--- src/rtl/branch_resolve_unit_if.sv ---
// Bus between the ID stage and branch_resolve_unit.
// TakenCount/NotTakenCount exist only when BRU_BRANCH_STATS_EN is defined.
interface branch_resolve_unit_if;
    logic [31:0] Instruction;
    logic        InstrValid;
    logic [31:0] RsData;
    logic [31:0] RtData;
    logic        ExRegWrite;
    logic [4:0]  ExDest;
    logic        MemRegWrite;
    logic        MemRead;
    logic [4:0]  MemDest;

    logic        stall;
    logic        branch;
    logic [15:0] branchAmount;
    logic        jumpRegister;
    logic [31:0] Register;
    logic        Flush;
    logic        HoldTimeout;

`ifdef BRU_BRANCH_STATS_EN
    logic [15:0] TakenCount;
    logic [15:0] NotTakenCount;

    modport master (
        output Instruction, InstrValid, RsData, RtData, ExRegWrite, ExDest,
               MemRegWrite, MemRead, MemDest,
        input  stall, branch, branchAmount, jumpRegister, Register, Flush,
               HoldTimeout, TakenCount, NotTakenCount
    );

    modport slave (
        input  Instruction, InstrValid, RsData, RtData, ExRegWrite, ExDest,
               MemRegWrite, MemRead, MemDest,
        output stall, branch, branchAmount, jumpRegister, Register, Flush,
               HoldTimeout, TakenCount, NotTakenCount
    );
`else
    modport master (
        output Instruction, InstrValid, RsData, RtData, ExRegWrite, ExDest,
               MemRegWrite, MemRead, MemDest,
        input  stall, branch, branchAmount, jumpRegister, Register, Flush,
               HoldTimeout
    );

    modport slave (
        input  Instruction, InstrValid, RsData, RtData, ExRegWrite, ExDest,
               MemRegWrite, MemRead, MemDest,
        output stall, branch, branchAmount, jumpRegister, Register, Flush,
               HoldTimeout
    );
`endif
endinterface

--- src/rtl/branch_resolve_unit.sv ---
// ID-stage resolver for conditional branches and jr: holds on in-flight operands,
// then redirects the PC and flushes IF/ID. Optional statistics: BRU_BRANCH_STATS_EN.
module branch_resolve_unit #(
    parameter int MAX_HOLD = 4
) (
    input  logic                 Clk,
    input  logic                 Reset,
    branch_resolve_unit_if.slave bus
);
    typedef enum logic [1:0] {IDLE, HOLD, REDIRECT} state_t;

    localparam logic [2:0] HOLD_SAT   = 3'd7;
    // The hold counter saturates at 7, so larger limits are clamped to stay reachable.
    localparam logic [2:0] HOLD_LIMIT = (MAX_HOLD > 7) ? 3'd7 : 3'(MAX_HOLD);

    logic [5:0] w_opcode;
    logic [5:0] w_funct;
    logic [4:0] w_rs;
    logic [4:0] w_rt;

    assign w_opcode = bus.Instruction[31:26];
    assign w_rs     = bus.Instruction[25:21];
    assign w_rt     = bus.Instruction[20:16];
    assign w_funct  = bus.Instruction[5:0];

    logic w_is_beq, w_is_bne, w_is_blez, w_is_bgtz, w_is_bltz, w_is_bgez, w_is_jr;
    logic w_is_cond, w_is_ctrl, w_needs_rt;

    assign w_is_beq   = bus.InstrValid && (w_opcode == 6'b000100);
    assign w_is_bne   = bus.InstrValid && (w_opcode == 6'b000101);
    assign w_is_blez  = bus.InstrValid && (w_opcode == 6'b000110) && (w_rt == 5'd0);
    assign w_is_bgtz  = bus.InstrValid && (w_opcode == 6'b000111) && (w_rt == 5'd0);
    assign w_is_bltz  = bus.InstrValid && (w_opcode == 6'b000001) && (w_rt == 5'd0);
    assign w_is_bgez  = bus.InstrValid && (w_opcode == 6'b000001) && (w_rt == 5'd1);
    assign w_is_jr    = bus.InstrValid && (w_opcode == 6'b000000) && (w_funct == 6'b001000);
    assign w_is_cond  = w_is_beq | w_is_bne | w_is_blez | w_is_bgtz | w_is_bltz | w_is_bgez;
    assign w_is_ctrl  = w_is_cond | w_is_jr;
    assign w_needs_rt = w_is_beq | w_is_bne;

    // Source 0 is rs (needed by every control instruction), source 1 is rt.
    logic [1:0][4:0] w_src;
    logic [1:0]      w_need;
    logic [1:0]      w_src_haz;
    logic            w_hazard;

    assign w_src[0]  = w_rs;
    assign w_src[1]  = w_rt;
    assign w_need[0] = w_is_ctrl;
    assign w_need[1] = w_needs_rt;

    genvar gi;
    generate
        for (gi = 0; gi < 2; gi++) begin : g_src_haz
            assign w_src_haz[gi] = w_need[gi] && (w_src[gi] != 5'd0) &&
                ((bus.ExRegWrite && (bus.ExDest == w_src[gi])) ||
                 (bus.MemRegWrite && bus.MemRead && (bus.MemDest == w_src[gi])));
        end
    endgenerate

    assign w_hazard = |w_src_haz;

    logic w_eq, w_rs_neg, w_rs_zero, w_taken;

    assign w_eq      = (bus.RsData == bus.RtData);
    assign w_rs_neg  = bus.RsData[31];
    assign w_rs_zero = (bus.RsData == 32'd0);

    always_comb begin
        w_taken = 1'b0;
        if (w_is_beq)       w_taken = w_eq;
        else if (w_is_bne)  w_taken = !w_eq;
        else if (w_is_blez) w_taken = w_rs_neg || w_rs_zero;
        else if (w_is_bgtz) w_taken = !w_rs_neg && !w_rs_zero;
        else if (w_is_bltz) w_taken = w_rs_neg;
        else if (w_is_bgez) w_taken = !w_rs_neg;
        else if (w_is_jr)   w_taken = 1'b1;
    end

    state_t      r_state, w_state_next;
    logic        r_stall, w_stall_next;
    logic        r_branch, w_branch_next;
    logic        r_jump, w_jump_next;
    logic        r_flush, w_flush_next;
    logic [15:0] r_amount, w_amount_next;
    logic [31:0] r_register, w_register_next;
    logic [2:0]  r_hold_cnt, w_hold_cnt_next, w_hold_inc;
    logic        r_timeout, w_timeout_next;

    assign w_hold_inc = (r_hold_cnt == HOLD_SAT) ? HOLD_SAT : r_hold_cnt + 3'd1;

    always_comb begin
        w_state_next    = r_state;
        w_stall_next    = 1'b0;
        w_branch_next   = 1'b0;
        w_jump_next     = 1'b0;
        w_flush_next    = 1'b0;
        w_amount_next   = r_amount;
        w_register_next = r_register;
        w_hold_cnt_next = 3'd0;
        w_timeout_next  = r_timeout;

        case (r_state)
            IDLE, HOLD: begin
                if (!w_is_ctrl) begin
                    w_state_next = IDLE;
                end else if (w_hazard) begin
                    w_state_next    = HOLD;
                    w_stall_next    = 1'b1;
                    w_hold_cnt_next = (r_state == HOLD) ? w_hold_inc : 3'd1;
                    if (w_hold_cnt_next >= HOLD_LIMIT) begin
                        w_timeout_next = 1'b1;
                    end
                end else if (w_taken) begin
                    w_state_next    = REDIRECT;
                    w_branch_next   = w_is_cond;
                    w_jump_next     = w_is_jr;
                    w_flush_next    = 1'b1;
                    w_amount_next   = bus.Instruction[15:0];
                    w_register_next = bus.RsData;
                end else begin
                    w_state_next = IDLE;
                end
            end
            // The IF/ID slot here is the squashed wrong-path fetch.
            REDIRECT: w_state_next = IDLE;
            default:  w_state_next = IDLE;
        endcase
    end

    always_ff @(posedge Clk) begin
        if (Reset) begin
            r_state    <= IDLE;
            r_stall    <= 1'b0;
            r_branch   <= 1'b0;
            r_jump     <= 1'b0;
            r_flush    <= 1'b0;
            r_amount   <= 16'd0;
            r_register <= 32'd0;
            r_hold_cnt <= 3'd0;
            r_timeout  <= 1'b0;
        end else begin
            r_state    <= w_state_next;
            r_stall    <= w_stall_next;
            r_branch   <= w_branch_next;
            r_jump     <= w_jump_next;
            r_flush    <= w_flush_next;
            r_amount   <= w_amount_next;
            r_register <= w_register_next;
            r_hold_cnt <= w_hold_cnt_next;
            r_timeout  <= w_timeout_next;
        end
    end

    assign bus.stall        = r_stall;
    assign bus.branch       = r_branch;
    assign bus.branchAmount = r_amount;
    assign bus.jumpRegister = r_jump;
    assign bus.Register     = r_register;
    assign bus.Flush        = r_flush;
    assign bus.HoldTimeout  = r_timeout;

`ifdef BRU_BRANCH_STATS_EN
    logic        w_cond_resolved;
    logic [15:0] r_taken_cnt;
    logic [15:0] r_not_taken_cnt;

    assign w_cond_resolved = (r_state != REDIRECT) && w_is_cond && !w_hazard;

    always_ff @(posedge Clk) begin
        if (Reset) begin
            r_taken_cnt     <= 16'd0;
            r_not_taken_cnt <= 16'd0;
        end else if (w_cond_resolved) begin
            if (w_taken) r_taken_cnt     <= r_taken_cnt + 16'd1;
            else         r_not_taken_cnt <= r_not_taken_cnt + 16'd1;
        end
    end

    assign bus.TakenCount    = r_taken_cnt;
    assign bus.NotTakenCount = r_not_taken_cnt;
`endif
endmodule

--- src/flat_wrapper.sv ---
// flat-port wrapper written by rule: the top's interface ports become plain ports
module branch_resolve_unit_flat 
#(
    parameter int MAX_HOLD = 4
)
  (Clk, Reset, bus_Instruction, bus_InstrValid, bus_RsData, bus_RtData, bus_ExRegWrite, bus_ExDest, bus_MemRegWrite, bus_MemRead, bus_MemDest, bus_stall, bus_branch, bus_branchAmount, bus_jumpRegister, bus_Register, bus_Flush, bus_HoldTimeout);
  branch_resolve_unit_if bus_i ();
  input  logic Clk;
  input  logic Reset;
  input wire logic [$bits(bus_i.Instruction)-1:0] bus_Instruction;
  input wire logic [$bits(bus_i.InstrValid)-1:0] bus_InstrValid;
  input wire logic [$bits(bus_i.RsData)-1:0] bus_RsData;
  input wire logic [$bits(bus_i.RtData)-1:0] bus_RtData;
  input wire logic [$bits(bus_i.ExRegWrite)-1:0] bus_ExRegWrite;
  input wire logic [$bits(bus_i.ExDest)-1:0] bus_ExDest;
  input wire logic [$bits(bus_i.MemRegWrite)-1:0] bus_MemRegWrite;
  input wire logic [$bits(bus_i.MemRead)-1:0] bus_MemRead;
  input wire logic [$bits(bus_i.MemDest)-1:0] bus_MemDest;
  output wire logic [$bits(bus_i.stall)-1:0] bus_stall;
  output wire logic [$bits(bus_i.branch)-1:0] bus_branch;
  output wire logic [$bits(bus_i.branchAmount)-1:0] bus_branchAmount;
  output wire logic [$bits(bus_i.jumpRegister)-1:0] bus_jumpRegister;
  output wire logic [$bits(bus_i.Register)-1:0] bus_Register;
  output wire logic [$bits(bus_i.Flush)-1:0] bus_Flush;
  output wire logic [$bits(bus_i.HoldTimeout)-1:0] bus_HoldTimeout;
  assign bus_i.Instruction = bus_Instruction;
  assign bus_i.InstrValid = bus_InstrValid;
  assign bus_i.RsData = bus_RsData;
  assign bus_i.RtData = bus_RtData;
  assign bus_i.ExRegWrite = bus_ExRegWrite;
  assign bus_i.ExDest = bus_ExDest;
  assign bus_i.MemRegWrite = bus_MemRegWrite;
  assign bus_i.MemRead = bus_MemRead;
  assign bus_i.MemDest = bus_MemDest;
  assign bus_stall = bus_i.stall;
  assign bus_branch = bus_i.branch;
  assign bus_branchAmount = bus_i.branchAmount;
  assign bus_jumpRegister = bus_i.jumpRegister;
  assign bus_Register = bus_i.Register;
  assign bus_Flush = bus_i.Flush;
  assign bus_HoldTimeout = bus_i.HoldTimeout;
  branch_resolve_unit #(.MAX_HOLD(MAX_HOLD)) u_core (.Clk(Clk), .Reset(Reset), .bus(bus_i));
endmodule
--- config.mk ---
export PLATFORM = sky130hd
export DESIGN_NAME = branch_resolve_unit_flat
export DESIGN_NICKNAME = d
export VERILOG_FILES = /design/src/rtl/branch_resolve_unit_if.sv /design/src/rtl/branch_resolve_unit.sv /design/src/flat_wrapper.sv
export SDC_FILE = /design/constraint.sdc
export NUM_CORES = 1
export LEC_CHECK = 0
export CAP_MARGIN = 30
export CORE_ASPECT_RATIO = 0.6
export CORE_MARGIN = 4
export CORE_UTILIZATION = 44
export CTS_CLUSTER_SIZE = 12
export DETAILED_ROUTE_END_ITERATION = 6
export PLACE_DENSITY_LB_ADDON = 0.08
export REMOVE_ABC_BUFFERS = 1
export SYNTH_ARGS = -nofsm -noshare
export SYNTH_HDL_FRONTEND = slang
export SYNTH_SLANG_ARGS = --single-unit
--- constraint.sdc ---
create_clock -name Clk -period 5.55 [get_ports Clk]
set_clock_uncertainty 0.1 [all_clocks]
set_input_delay 0.555 -clock Clk [delete_from_list [all_inputs] [get_ports Clk]]
set_output_delay 0.555 -clock Clk [all_outputs]
set_load 0.005 [all_outputs]
Yosys cells after proc, flatten, opt, wreduce, memory -nomap -nowiden
Index checks and enable logic that the tools add are counted.
{ "word_totals": {"mem_count": 0, "out_inout_bits": 53, "latchBits": 0, "reg_bits": 58, "ramBits": 0, "mem_bits_ro": 0} }
{ "classes": {"add_sub_neg": 1, "mux": 13, "n_shift": 0, "order_cmp": 1, "reduce_logical": 41, "div": 0, "bitwise_logic": 10, "n_eq_ne": 14, "multipliers": 0} }
{ "ops": {"columns": ["op", "n"], "rows": [
  ["$eq A32 B32 Y1", 1],
  ["$logic_not A32 Y1", 1],
  ["$eq A6 B3 Y1 const B", 4],
  ["$logic_and A1 B1 Y1", 21],
  ["$eq A5 B5 Y1", 4],
  ["$mux W1", 10],
  ["$reduce_bool A5 Y1", 2],
  ["$reduce_and A4 Y1", 2],
  ["$eq A6 B1 Y1 const B", 1],
  ["$eq A6 B4 Y1 const B", 1],
  ["$logic_not A6 Y1", 1],
  ["$mux W3", 2],
  ["$or A1 B1 Y1", 6],
  ["$reduce_or A6 Y1", 1],
  ["$eq A5 B1 Y1 const B", 1],
  ["$logic_not A5 Y1", 1],
  ["$reduce_or A5 Y1", 1],
  ["$not A1 Y1", 4],
  ["$reduce_or A2 Y1", 2],
  ["$reduce_or A4 Y1", 1],
  ["$add A3 B1 Y3 const B", 1],
  ["$eq A3 B3 Y1 const B", 1],
  ["$ge A3 B3 Y1 const B", 1],
  ["$logic_not A1 Y1", 3],
  ["5 further kinds", 7]
]} }

Depth between registers and ports, before layout
{ "logic_depth": {"ltp_word": 13, "ltp_mapped": 9, "mapped_depth_nobuf": 7} }

Worst setup path after synthesis
No wires, ideal clock.
{ "synth_path": {"kind": "input port to flip-flop", "start": "input port bus_Instruction[29]", "end": "register u_core.r_branch, in the netlist u_core.bus.branch", "setup_slack_ns": 3.235, "stages": 9, "setup_time_ns": 0.079, "arrival_ns": 2.135, "required_ns": 5.371, "path_cell_list": "nor4b_4 > nand2_2 > a21oi_4 > nor2_2 > nand4bb_1 > a211o_1 > buf_6 > buf_12 > a211oi_2"} }
{ "synth_via": {"elab_chain_len": 12, "word_cells_on_any_way": 37} }
{ "synth_rtl": {"columns": ["item", "line", "text"], "rows": [
  ["start: declaration", "flat_wrapper.sv:10", "input wire logic [$bits(bus_i.Instruction)-1:0] bus_Instruction;"],
  ["$logic_not A6 Y1", "branch_resolve_unit.sv:35", "assign w_is_jr = bus.InstrValid && (w_opcode == 6'b000000) && (w_funct == 6'b001000);"],
  ["$logic_and A1 B1 Y1 (2 in a row)", "branch_resolve_unit.sv:35", null],
  ["$mux W1", "branch_resolve_unit.sv:76", "else if (w_is_jr) w_taken = 1'b1;"],
  ["$mux W1", "branch_resolve_unit.sv:75", "else if (w_is_bgez) w_taken = !w_rs_neg;"],
  ["$mux W1", "branch_resolve_unit.sv:74", "else if (w_is_bltz) w_taken = w_rs_neg;"],
  ["$mux W1", "branch_resolve_unit.sv:73", "else if (w_is_bgtz) w_taken = !w_rs_neg && !w_rs_zero;"],
  ["$mux W1", "branch_resolve_unit.sv:72", "else if (w_is_blez) w_taken = w_rs_neg || w_rs_zero;"],
  ["$mux W1", "branch_resolve_unit.sv:71", "else if (w_is_bne) w_taken = !w_eq;"],
  ["$mux W1", "branch_resolve_unit.sv:70", "if (w_is_beq) w_taken = w_eq;"],
  ["$not A1 Y1 (no line)", null, null],
  ["$reduce_or A6 Y1 (no line)", null, null],
  ["end signal: assignment", "branch_resolve_unit.sv:144", "r_branch <= w_branch_next;"],
  ["end: declaration", "branch_resolve_unit.sv:81", "logic r_branch, w_branch_next;"]
]} }
Parallel ways exist; a longest one is shown, timed or not.
A chain may end at the register's enable or synchronous reset.

Worst setup path in the final report
{ "layout_path": {"start": "input port bus_RsData[14]", "end": "register u_core.r_amount[6], in the netlist u_core.bus.branchAmount[6]"} }
{ "layout_via": {"elab_chain_len": 8, "word_cells_on_any_way": 11} }
{ "layout_rtl": {"columns": ["item", "line", "text"], "rows": [
  ["start: declaration", "flat_wrapper.sv:12", "input wire logic [$bits(bus_i.RsData)-1:0] bus_RsData;"],
  ["$logic_not A32 Y1", "branch_resolve_unit.sv:66", "assign w_rs_zero = (bus.RsData == 32'd0);"],
  ["$logic_not A1 Y1", "branch_resolve_unit.sv:73", null],
  ["$logic_and A1 B1 Y1", "branch_resolve_unit.sv:73", null],
  ["$mux W1", "branch_resolve_unit.sv:73", null],
  ["$mux W1", "branch_resolve_unit.sv:72", null],
  ["$mux W1", "branch_resolve_unit.sv:71", null],
  ["$mux W1 (*)", "branch_resolve_unit.sv:70", null],
  ["$reduce_and A4 Y1 (no line) (*)", null, null],
  ["end signal: assignment", "branch_resolve_unit.sv:147", "r_amount <= w_amount_next;"],
  ["end: declaration", "branch_resolve_unit.sv:84", "logic [15:0] r_amount, w_amount_next;"]
]} }
Mark *: on every way between the ends. The rest lies on a longest branch, timed or not.

==> flow_metrics.tcl <==
set metrics [dict create \
    critical_path_class "in2reg" \
    cts_tree "done" \
    synth_cells 350 \
    dp_hpwl_um 8030 \
    drv_cap 0 \
    synthSimpleGateAreaFrac_pct 29.2 \
    drt_wl_total_um 9870 \
    die_y_um 75.4 \
    synth-xor-area-share_pct 14.2 \
    post_cts_resized 0 \
    min_path_cells 2 \
    vdd_drop_max_v 0.000125 \
    ff2ff_path_depth 4 \
    power.total_uw 898 \
    dieArea_mm2 0.00908 \
    status "completed" \
    avgViaCountPerCell 4.91 \
    r2r_slack_ps 3850 \
    power_density_mw_per_mm2 175 \
    p_leak_uw 0.00210 \
    worst-path-max-fanout 27 \
    startpoint_type "input pin" \
    cp_cell_sequence "clkdlybuf4s50_1 > nor4_1 > nand4_1 > o21bai_1 > xor2_1 > o32ai_1 > a211o_2 > buf_12 > mux2i_1" \
    cp_top_family "compound AO/OA/AOI/OAI gates" \
    clkTransAtPathRegs_ps 70 \
    cp_slowest_cell "nor4_1" \
    initial_core_util_pct 45.5 \
    cp_slowest_stage_delay_ps 600 \
    ys_seq_area_share_pct 33.6 \
    grt_antenna_before_repair 0 \
    yosysTopAreaCell "dfxtp_1" \
    io-pin-count 165 \
    clock_latency_ps 290 \
    ys.warnings.count 0 \
    grt_pass1_wl_um 15500 \
    slew_headroom_pct 51.9 \
    tightest_slew_ps 722 \
    drt_iter0_drc 136 \
    cts_setup_buffers 0 \
    detail-route-antenna-nets 0 \
    track_usage_pct 21.7 \
    synth_top_area_share_pct 33.6 \
    syn_to_final_growth_pct 54.2 \
    cts_buffer_depth 2 \
    final-setup-viol-count 0 \
    drc 0 \
    async_reset_ff_share_pct 0 \
    fin_crit_sh_pct 59.1 \
    drive_above_1_share_pct 4.32 \
    post-route-util_pct 70.2 \
    path_depth 9 \
    cts_buffers 5 \
    tns_ps 0 \
    synth-edff-count 0 \
    ys_types 38 \
    cts-root-buf "clkbuf_16" \
    first_global_vias 3043 \
    htreeDepth 2 \
    cts.sinks 56 \
    yosys-top-cells-area "dfxtp_1, nand2b_1, mux2i_1, xor2_1, xnor2_1" \
    hold_start "u_core.bus.branchAmount[13]" \
    std_cell_rows 24 \
    port_buffers 164 \
    mappedNetlistArea_mm2 0.00333 \
    ys.flop_type "dfxtp_1" \
    wl_per_cell_um 16.1 \
    routabilityCongestion 0.831 \
    synth_compound_area_share_pct 3.45 \
    core_mm2 0.00733 \
    avgSynthCellArea_um2 9.53 \
    fillers 595 \
    nNetsFinal 621 \
    critical_path_buf_inv_count 2 \
    period_needed_ps 3280 \
    hold_violations 0 \
    r2r_end "u_core.bus.branchAmount[6]" \
    synth_fa_ha_area_share_pct 0.375 \
    drt_pre_antenna_iters 4 \
    fmax_mhz 305 \
    synth_common_cells "nand2b_1, dfxtp_1, mux2i_1, xor2_1, xnor2_1" \
    diodes 0 \
    synth_top_family_by_area "simple AND/OR/NAND/NOR gates" \
    crit_arrival_ps 3380 \
    grt_overflow_total 0 \
    yosysMostFrequentCell "nand2b_1" \
    required_ps 5660 \
    synth_mux_area_share_pct 14.4 \
    grt_setup_unrepaired "false" \
    worstHoldPathType "reg2reg" \
    end_kind "register" \
    holdBufCountCts 0 \
    grt_max_degree 102 \
    min_to "u_core.bus.branchAmount[13]" \
    die_w_um 120 \
    ys_ff_latch 56 \
    via_count 3009 \
    r2r_start "u_core.bus.Flush" \
    final_max_slew_viol_count 0 \
    startpoint "bus_RsData[14]" \
]
-- cells by family (layout without fill, tap and decap cells) --
kind of cell,after synthesis,count (layout)
buf+inv,19,178
compound gates,16,16
flops,56,56
mux,48,48
fa+ha+maj,1,1
xor+xnor,54,54
simple gates,156,156
-- cell type report --
type                       instances  area, µm²  area share [%]
clock buffer                       7        143            2.77
clock inverter                     1       7.51           0.146
inverter                           2       7.51           0.146
multi-input combinational        275       2050            40.0
sequential                        56       1120            21.8
tap                              104        130            2.53
timing repair buffer             168       1680            32.7
-- cells in the final DEF (no fill, tap or decap), drive strengths merged, types with 7 or more instances in the layout --
cell / count
clkbuf: 7
clkdlybuf4s50: 163
dfxtp: 56
mux2i: 48
nand2: 9
nand2b: 95
nand4: 10
nor2: 9
nor4: 16
xnor2: 21
xor2: 33
-- how the worst max path moves through the flow --
stage	end
floorplan	u_core.bus.Register[0]
finish	u_core.bus.branchAmount[6]
detailed placement	u_core.bus.branchAmount[6]
global route	u_core.bus.branchAmount[6]
global placement	u_core.bus.branchAmount[2]
CTS	u_core.bus.branchAmount[6]
-- state kept, by name, indices dropped and copies added (netlist names) --
signal                   cells
u_core.bus.HoldTimeout       1
u_core.bus.jumpRegister      1
u_core.bus.branch            1
u_core.bus.stall             1
u_core.bus.Register         32
u_core.bus.Flush             1
u_core.bus.branchAmount     16
u_core.r_hold_cnt            3
-- worst register-to-register path, delay by kind of cell (launching register included) --
kind	cells	cell delay (ps)
compound gates	1	500
flops	1	340
buf+inv	1	260
simple gates	1	210
mux	1	210
-- power by group --
group | switching [µW] | internal (µW) | total [µW]
Combinational | 67.2 | 108 | 175
Clock | 141 | 180 | 322
Sequential | 0.0427 | 402 | 402
Total | 209 | 690 | 898
-- layer usage --
| metal | GRT usage (%) | part of all wire [%] |
|---|---|---|
| met4 | 3.77 | 0.71 |
| met5 | 0 | 0 |
| met1 | 29.9 | 46 |
| met3 | 7.49 | 9.2 |
| met2 | 34.0 | 44 |
-- metrics by stage --
stage          instances  worst slack, ps  area, µm²  hold WS, ps
6_report             613             2270       5140          377
5_1_grt              613             2030       5140          402
4_1_cts              613             2260       5140          380
3_5_place_dp         605             1980       4990          368
3_3_place_gp         604             1470       4970          340
2_1_floorplan        333             2140       3180          324
(Power assumes the default switching activity.)
